--- config.mk ---
export PLATFORM = sky130hd
export DESIGN_NAME = la_clkgatectrl_flat
export DESIGN_NICKNAME = d
export VERILOG_FILES = /design/src/rtl/la_clkgatectrl_if.sv /design/src/rtl/la_clkgatectrl.sv /design/src/flat_wrapper.sv
export SDC_FILE = /design/constraint.sdc
export NUM_CORES = 1
export LEC_CHECK = 0
export ABC_AREA = 1
export CAP_MARGIN = 20
export CORE_UTILIZATION = 62
export DETAILED_ROUTE_END_ITERATION = 16
export DONT_BUFFER_PORTS = 1
export GPL_TIMING_DRIVEN = 0
export PLACE_DENSITY = 0.83
export SYNTH_ARGS = -nofsm -noshare
export SYNTH_HDL_FRONTEND = slang
export SYNTH_SLANG_ARGS = --single-unit
--- constraint.sdc ---
create_clock -name clk -period 1.9 [get_ports clk]
set_input_delay 0.38 -clock clk [delete_from_list [all_inputs] [get_ports clk]]
set_output_delay 0.38 -clock clk [all_outputs]
set_load 0.01 [all_outputs]
--- src/rtl/la_clkgatectrl_if.sv ---
// Activity/request inputs and ICG control outputs of the idle-detect clock-gate controller.
// The master drives activity and the idle limit; the slave (controller) returns en/ack/gated.
interface la_clkgatectrl_if #(
  parameter int IDLEW = 8
);
  logic             busy;
  logic             req;
  logic             force_on;
  logic [IDLEW-1:0] idle_limit;
  logic             en;
  logic             ack;
  logic             gated;

  modport master (
    output busy, req, force_on, idle_limit,
    input  en, ack, gated
  );

  modport slave (
    input  busy, req, force_on, idle_limit,
    output en, ack, gated
  );
endinterface

--- src/rtl/la_clkgatectrl.sv ---
// Idle-detect clock-gate controller: gates a domain clock after idle_limit idle cycles and
// re-enables it on activity, acknowledging once the clock has run WAKEDLY cycles.
module la_clkgatectrl #(
  parameter         PROP    = "DEFAULT",
  parameter int     IDLEW   = 8,
  parameter int     WAKEDLY = 2
) (
  input  logic              clk,
  input  logic              nreset,
  la_clkgatectrl_if.slave   bus
);

  typedef enum logic [1:0] {
    ST_RUN   = 2'd0,
    ST_GATED = 2'd1,
    ST_WAKE  = 2'd2
  } state_t;

  localparam logic [3:0] WAKE_LAST = 4'(WAKEDLY - 1);

  // PROP is a pass-through tag only; fold it into a deliberately unused net.
  logic w_unused_prop;
  assign w_unused_prop = |32'($bits(PROP));

  state_t           r_state;
  state_t           w_state_next;
  logic [IDLEW-1:0] r_cnt;
  logic [IDLEW-1:0] w_cnt_next;
  logic [3:0]       r_wcnt;
  logic [3:0]       w_wcnt_next;
  logic             r_en;
  logic             r_ack;
  logic             r_gated;
  logic             w_idle;
  logic [IDLEW-1:0] w_limit_m1;

  assign w_idle     = !bus.busy && !bus.req && !bus.force_on;
  assign w_limit_m1 = bus.idle_limit - IDLEW'(1);

  always_ff @(posedge clk or negedge nreset) begin
    if (!nreset) begin
      r_state <= ST_RUN;
      r_cnt   <= '0;
      r_wcnt  <= '0;
    end else begin
      r_state <= w_state_next;
      r_cnt   <= w_cnt_next;
      r_wcnt  <= w_wcnt_next;
    end
  end

  always_comb begin
    w_state_next = r_state;
    w_cnt_next   = r_cnt;
    w_wcnt_next  = r_wcnt;
    unique case (r_state)
      ST_RUN: begin
        if (!w_idle || bus.idle_limit == '0) begin
          w_cnt_next = '0;
        end else if (r_cnt >= w_limit_m1) begin
          // >= so that lowering idle_limit mid-count gates on the next idle edge
          w_state_next = ST_GATED;
          w_cnt_next   = '0;
        end else if (r_cnt != '1) begin
          w_cnt_next = r_cnt + IDLEW'(1);
        end
      end
      ST_GATED: begin
        if (!w_idle) begin
          w_state_next = ST_WAKE;
          w_wcnt_next  = '0;
        end
      end
      ST_WAKE: begin
        if (r_wcnt == WAKE_LAST) begin
          w_state_next = ST_RUN;
          w_cnt_next   = '0;
          w_wcnt_next  = '0;
        end else begin
          w_wcnt_next = r_wcnt + 4'd1;
        end
      end
      default: begin
        w_state_next = ST_RUN;
        w_cnt_next   = '0;
        w_wcnt_next  = '0;
      end
    endcase
  end

  // Outputs decoded from the next state and flopped, so en only moves on posedge clk.
  always_ff @(posedge clk or negedge nreset) begin
    if (!nreset) begin
      r_en    <= 1'b1;
      r_ack   <= 1'b1;
      r_gated <= 1'b0;
    end else begin
      r_en    <= (w_state_next != ST_GATED);
      r_ack   <= (w_state_next == ST_RUN);
      r_gated <= (w_state_next == ST_GATED);
    end
  end

  assign bus.en    = r_en;
  assign bus.ack   = r_ack;
  assign bus.gated = r_gated;

endmodule

--- src/flat_wrapper.sv ---
// flat-port wrapper written by rule: the top's interface ports become plain ports
module la_clkgatectrl_flat 
#(
  parameter         PROP    = "       ",
  parameter int     IDLEW   = 8,
  parameter int     WAKEDLY = 2
)
  (clk, nreset, bus_busy, bus_req, bus_force_on, bus_idle_limit, bus_en, bus_ack, bus_gated);
  la_clkgatectrl_if #(.IDLEW(IDLEW)) bus_i ();
  input  logic clk;
  input  logic nreset;
  input wire logic [$bits(bus_i.busy)-1:0] bus_busy;
  input wire logic [$bits(bus_i.req)-1:0] bus_req;
  input wire logic [$bits(bus_i.force_on)-1:0] bus_force_on;
  input wire logic [$bits(bus_i.idle_limit)-1:0] bus_idle_limit;
  output wire logic [$bits(bus_i.en)-1:0] bus_en;
  output wire logic [$bits(bus_i.ack)-1:0] bus_ack;
  output wire logic [$bits(bus_i.gated)-1:0] bus_gated;
  assign bus_i.busy = bus_busy;
  assign bus_i.req = bus_req;
  assign bus_i.force_on = bus_force_on;
  assign bus_i.idle_limit = bus_idle_limit;
  assign bus_en = bus_i.en;
  assign bus_ack = bus_i.ack;
  assign bus_gated = bus_i.gated;
  la_clkgatectrl #(.PROP(PROP), .IDLEW(IDLEW), .WAKEDLY(WAKEDLY)) u_core (.clk(clk), .nreset(nreset), .bus(bus_i));
endmodule
Word level (Yosys, flattened, before mapping)
Index checks and enable logic that the tools add are counted.
- bits in registers: 17
- logic and storage cells: 46
- $add $sub $neg: 3
- $lt $le $gt $ge: 1
- equal/unequal tests: 9
- mux-type cells: 13
- bitwise logic cells: 2
- reductions and logical operators: 12
- operators by type and width (operator ; count):
    8-bit 2-to-1 mux ; 4
    8-bit one-hot mux with 3 select lines ; 1
    4-bit one-hot mux with 3 select lines ; 1
    8-bit by 1-bit adder with 8-bit output, second input constant ; 1
    8-bit >= comparator ; 1
    8-bit logical NOT ; 1
    2-bit 2-to-1 mux ; 4
    4-bit 2-to-1 mux ; 2
    8-bit inequality test, second input constant ; 1
    8-bit by 1-bit subtractor with 8-bit output, second input constant ; 1
    2-bit one-hot mux with 3 select lines ; 1
    4-bit by 1-bit adder with 4-bit output, second input constant ; 1
    2-bit by 1-bit == test with 1-bit output, second input constant ; 2
    4-bit by 1-bit == test with 1-bit output, second input constant ; 1
    1-bit logical NOT ; 4
    2-bit logical NOT ; 2
    2-bit by 1-bit inequality test with 1-bit output, second input constant ; 2
    4-bit by 1-bit inequality test with 1-bit output, second input constant ; 1
    3-bit AND reduction ; 1
    2-bit == test, second input constant ; 1
    1-bit logical AND ; 2
    2-bit inequality test, second input constant ; 1
    1-bit NOT ; 2
    2-bit AND reduction ; 1
    1-bit logical OR ; 1

Longest topological paths before layout
- word-level depth: 8
- mapped depth: 14
- depth with buffers taken out: 14

Least setup slack after synthesis
Ideal clock, no wire load.
- kind: input to register
- start: input bus_idle_limit[1]
- end: register u_core.r_cnt[0]
- library setup time: 0.126 ns
- arrival: 1.956 ns
- setup slack: -0.182 ns
- cell stages on the path: 11
- buffers on the path: 1
- cells stage by stage: nor2_1 nand3_1 nor3_1 xor2_1 ha_1 a21o_1 nor2_1 nand4_1 nand2_1 buf_6 o21ai_0
- cells in the longest elaborated chain, start to end: 5
- ends and longest elaborated chain (item ; line ; RTL):
    start, declared ; flat_wrapper.sv:15 ; input wire logic [$bits(bus_i.idle_limit)-1:0] bus_idle_limit;
    8-bit by 1-bit subtractor with 8-bit output ; la_clkgatectrl.sv:38 ; assign w_limit_m1 = bus.idle_limit - IDLEW'(1);
    8-bit >= comparator ; la_clkgatectrl.sv:60 ; end else if (r_cnt >= w_limit_m1) begin
    8-bit 2-to-1 mux ; la_clkgatectrl.sv:60 ;
    8-bit 2-to-1 mux ; la_clkgatectrl.sv:58 ; if (!w_idle || bus.idle_limit == '0) begin
    8-bit one-hot mux with 3 select lines ; la_clkgatectrl.sv:56 ; unique case (r_state)
    end signal, assigned ; la_clkgatectrl.sv:47 ; r_cnt <= w_cnt_next;
    end, declared ; la_clkgatectrl.sv:27 ; logic [IDLEW-1:0] r_cnt;
Several ways; a longest one is shown, not always the timed one.
A chain may end at the register's enable or synchronous reset.

Worst setup path after layout
Ends and elaborated chain as after synthesis.

==> qor.yml <==
pwr:
  ir_drop_mv: 0.462
  cellLeakagePower_nw: 0.757
  p_per_area_mw_per_mm2: 556
timing:
  hold_viol: 0
  post-route-min-period_ns: 1.82
  fin_crit_sh_pct: 95.8
  final-setup-viol-count: 0
  tightest_slew_ns: 0.749
  clock_skew_ns: 0.00263
  tns_ns: 0
  max_freq_mhz: 550
  slew_viol_final: 0
  rsz0062_at_grt: "yes"
  worst_slack_ns: 0.0802
  relSlewSlack_pct: 49.9
grt:
  grt_pass1_wl_um: 4000
  overflow: 0
  antenna_found_initial: 0
  grt_max_degree: 18
  grt_util_all_layers_pct: 25.9
  first_global_vias: 985
setup_path:
  r2r-end: "u_core.r_cnt[0]$_DFFE_PN0P_"
  worstSetupEndpointType: "flop"
  r2r_start: "u_core.r_cnt[5]$_DFFE_PN0P_"
  r2r_cells: 9
  crit_type: "in -> reg"
  cp.arrival_ns: 2.04
  startpoint_type: "primary input"
  cp.required_ns: 2.12
  r2r_slack_ns: 0.12
  critPathMaxFanout: 5
routing:
  dr.pass1.iters: 4
  routed_wl_um: 2830
  routed_via_density: 5.55
  vias: 1166
  drtIter0Drc: 32
  wl_per_cell_um: 13.5
  drc: 0
  ant_nets: 0
floorplanning:
  die-area_sq_mm: 0.00221
  dieWidth_um: 47.0
  ios: 16
  start_util_pct: 69.6
  coreArea_sq_mm: 0.00180
  rows: 15
  die_h_um: 47.0
logic_synthesis:
  synth_nets: 199
  ys_seq_elements: 17
  avgSynthCellArea_sq_um: 7.25
  mappedNetlistArea_sq_mm: 0.00125
  ys_seq_area_share_pct: 34.1
  netlist_instances: 173
  synth_cell_types: 17
  ys.warnings.count: 0
hold_path:
  hp-class: "in -> reg"
  whs_path_depth: 3
  min_from: "bus_req"
  holdPathEnd: "u_core.bus.gated$_DFF_PN0_"
clock_network:
  cts_tree: "yes"
  numCtsBuffers: 3
  cts_sinks: 17
  root_buffer: "clkbuf_4"
  clk_latency_ns: 0.29
  cts_buffer_depth: 2
  clk_pin_slew_ns: 0.09
  htreeDepth: 1
placed_design:
  preCtsSetupSlack_ns: -0.314
  routabilityCongestion: 0.820
  dp_hpwl_um: 1900
  port-buffer-count: 0
layout:
  regArea_sq_um: 432
  final_cell_mix: "42 x nand2_1, 26 x inv_1, 24 x nor2_1, 12 x ha_1, 12 x dfrtp_1"
  fin_nets: 212
  fillers: 117
  area_growth_syn_to_layout_pct: 16.7
  antenna_cells: 0
  drive_gt1_share_pct: 14.6
  final_common_cell: "nand2_1"
  multi_input_area_sq_um: 771
run:
  maxCapViolations: 0
outcome:
  status: "completed"
## routing by layer
layer / wire [um] / share of wire, % / GRT usage [%]
met2: 1430 / 51 / 44.2
met1: 1180 / 42 / 32.1
met4: 53 / 1.9 / 6.86
met3: 166 / 5.9 / 7.69
met5: 0 / 0 / 0
## worst max path at each step
stage	startpoint	end	cells after the start
2_1_floorplan	bus_idle_limit[1]	u_core.r_cnt[2]$_DFFE_PN0P_	12
3_3_place_gp	bus_idle_limit[0]	u_core.r_cnt[0]$_DFFE_PN0P_	13
3_5_place_dp	bus_idle_limit[0]	u_core.r_cnt[2]$_DFFE_PN0P_	13
4_1_cts	bus_idle_limit[0]	u_core.r_cnt[7]$_DFFE_PN0P_	14
5_1_grt	bus_idle_limit[3]	u_core.r_cnt[7]$_DFFE_PN0P_	13
6_report	bus_idle_limit[1]	u_core.r_cnt[0]$_DFFE_PN0P_	14
## repair_timing
| item | 4_1_cts | 5_1_grt |
|---|---|---|
| endpoints found under the setup margin | 4 | 9 |
| pin swaps | 3 | 3 |
| gates resized for setup | 1 | 9 |
| setup buffers | 0 | 7 |
| hold buffers | 1 | 0 |
| hold endpoints to repair | 17 | 0 |
## registers in the layout, summed over array words and instances, names as in the netlist
register          cells
u_core.bus.ack        1
u_core.bus.en         1
u_core.bus.gated      1
u_core.r_cnt          8
u_core.r_state        2
u_core.r_wcnt         4
## synthesized netlist by cell type, drive strengths merged
master | instances | share of area (%)
o21ai | 9 | 3.6
a32o | 1 | 0.80
inv | 27 | 8.1
nand4 | 5 | 2.5
a21o | 1 | 0.60
xor2 | 10 | 7.0
nand3 | 10 | 4.0
nor2 | 29 | 8.7
xnor2 | 3 | 2.1
o31ai | 1 | 0.60
a21oi | 2 | 0.80
buf | 1 | 0.90
ha | 13 | 13
nor3 | 1 | 0.40
dfrtp | 15 | 30
dfstp | 2 | 4.2
nand2 | 43 | 13
## power by group
group | total, mW | switching (mW) | internal, mW
registers | 0.446 | 0.0453 | 0.400
logic | 0.178 | 0.0981 | 0.0799
clock network | 0.189 | 0.107 | 0.0816
total | 0.813 | 0.251 | 0.562
## cells by family (layout without fill, tap and decap cells)
logic type / after synthesis / after routing / share of synthesized area (%)
compound gates: 14 / 14 / 6.39
flops: 17 / 17 / 34.1
simple gates: 88 / 88 / 28.4
xor+xnor: 13 / 13 / 9.08
fa+ha+maj: 13 / 13 / 13.0
buf+inv: 28 / 40 / 8.98
## area by class of cell
class                   count  area share [%]
flip-flops and latches     17            29.5
repair buffers              8            5.99
plain buffers               1           0.770
multi-input cells         128            52.7
clock buffers               4            1.80
inverters                  27            7.10
well taps                  25            2.14
## critical path, cell delays in order
cell	delay, ns
inv_1	0.09
ha_4	0.17
nand3_1	0.09
xor2_1	0.16
inv_1	0.06
ha_1	0.26
nand2_1	0.11
nor2_2	0.07
nor2_4	0.14
buf_12	0.12
nand3_2	0.13
inv_1	0.10
nand2_1	0.05
o21ai_1	0.12
## stage by stage
stage               std cells  cell area [sq um]  util [%]  hold WS [ns]  total power [mW]
floorplan                 173               1280         -        0.0844             0.571
global placement          198               1320      73.0        0.0847             0.593
detailed placement        198               1320      73.0        0.0847             0.607
CTS                       203               1360      75.3         0.384             0.806
global route              210               1460      81.2         0.434             0.874
finish                    210               1460      81.2         0.401             0.813
Note: power is estimated with default switching activity, not from simulation.
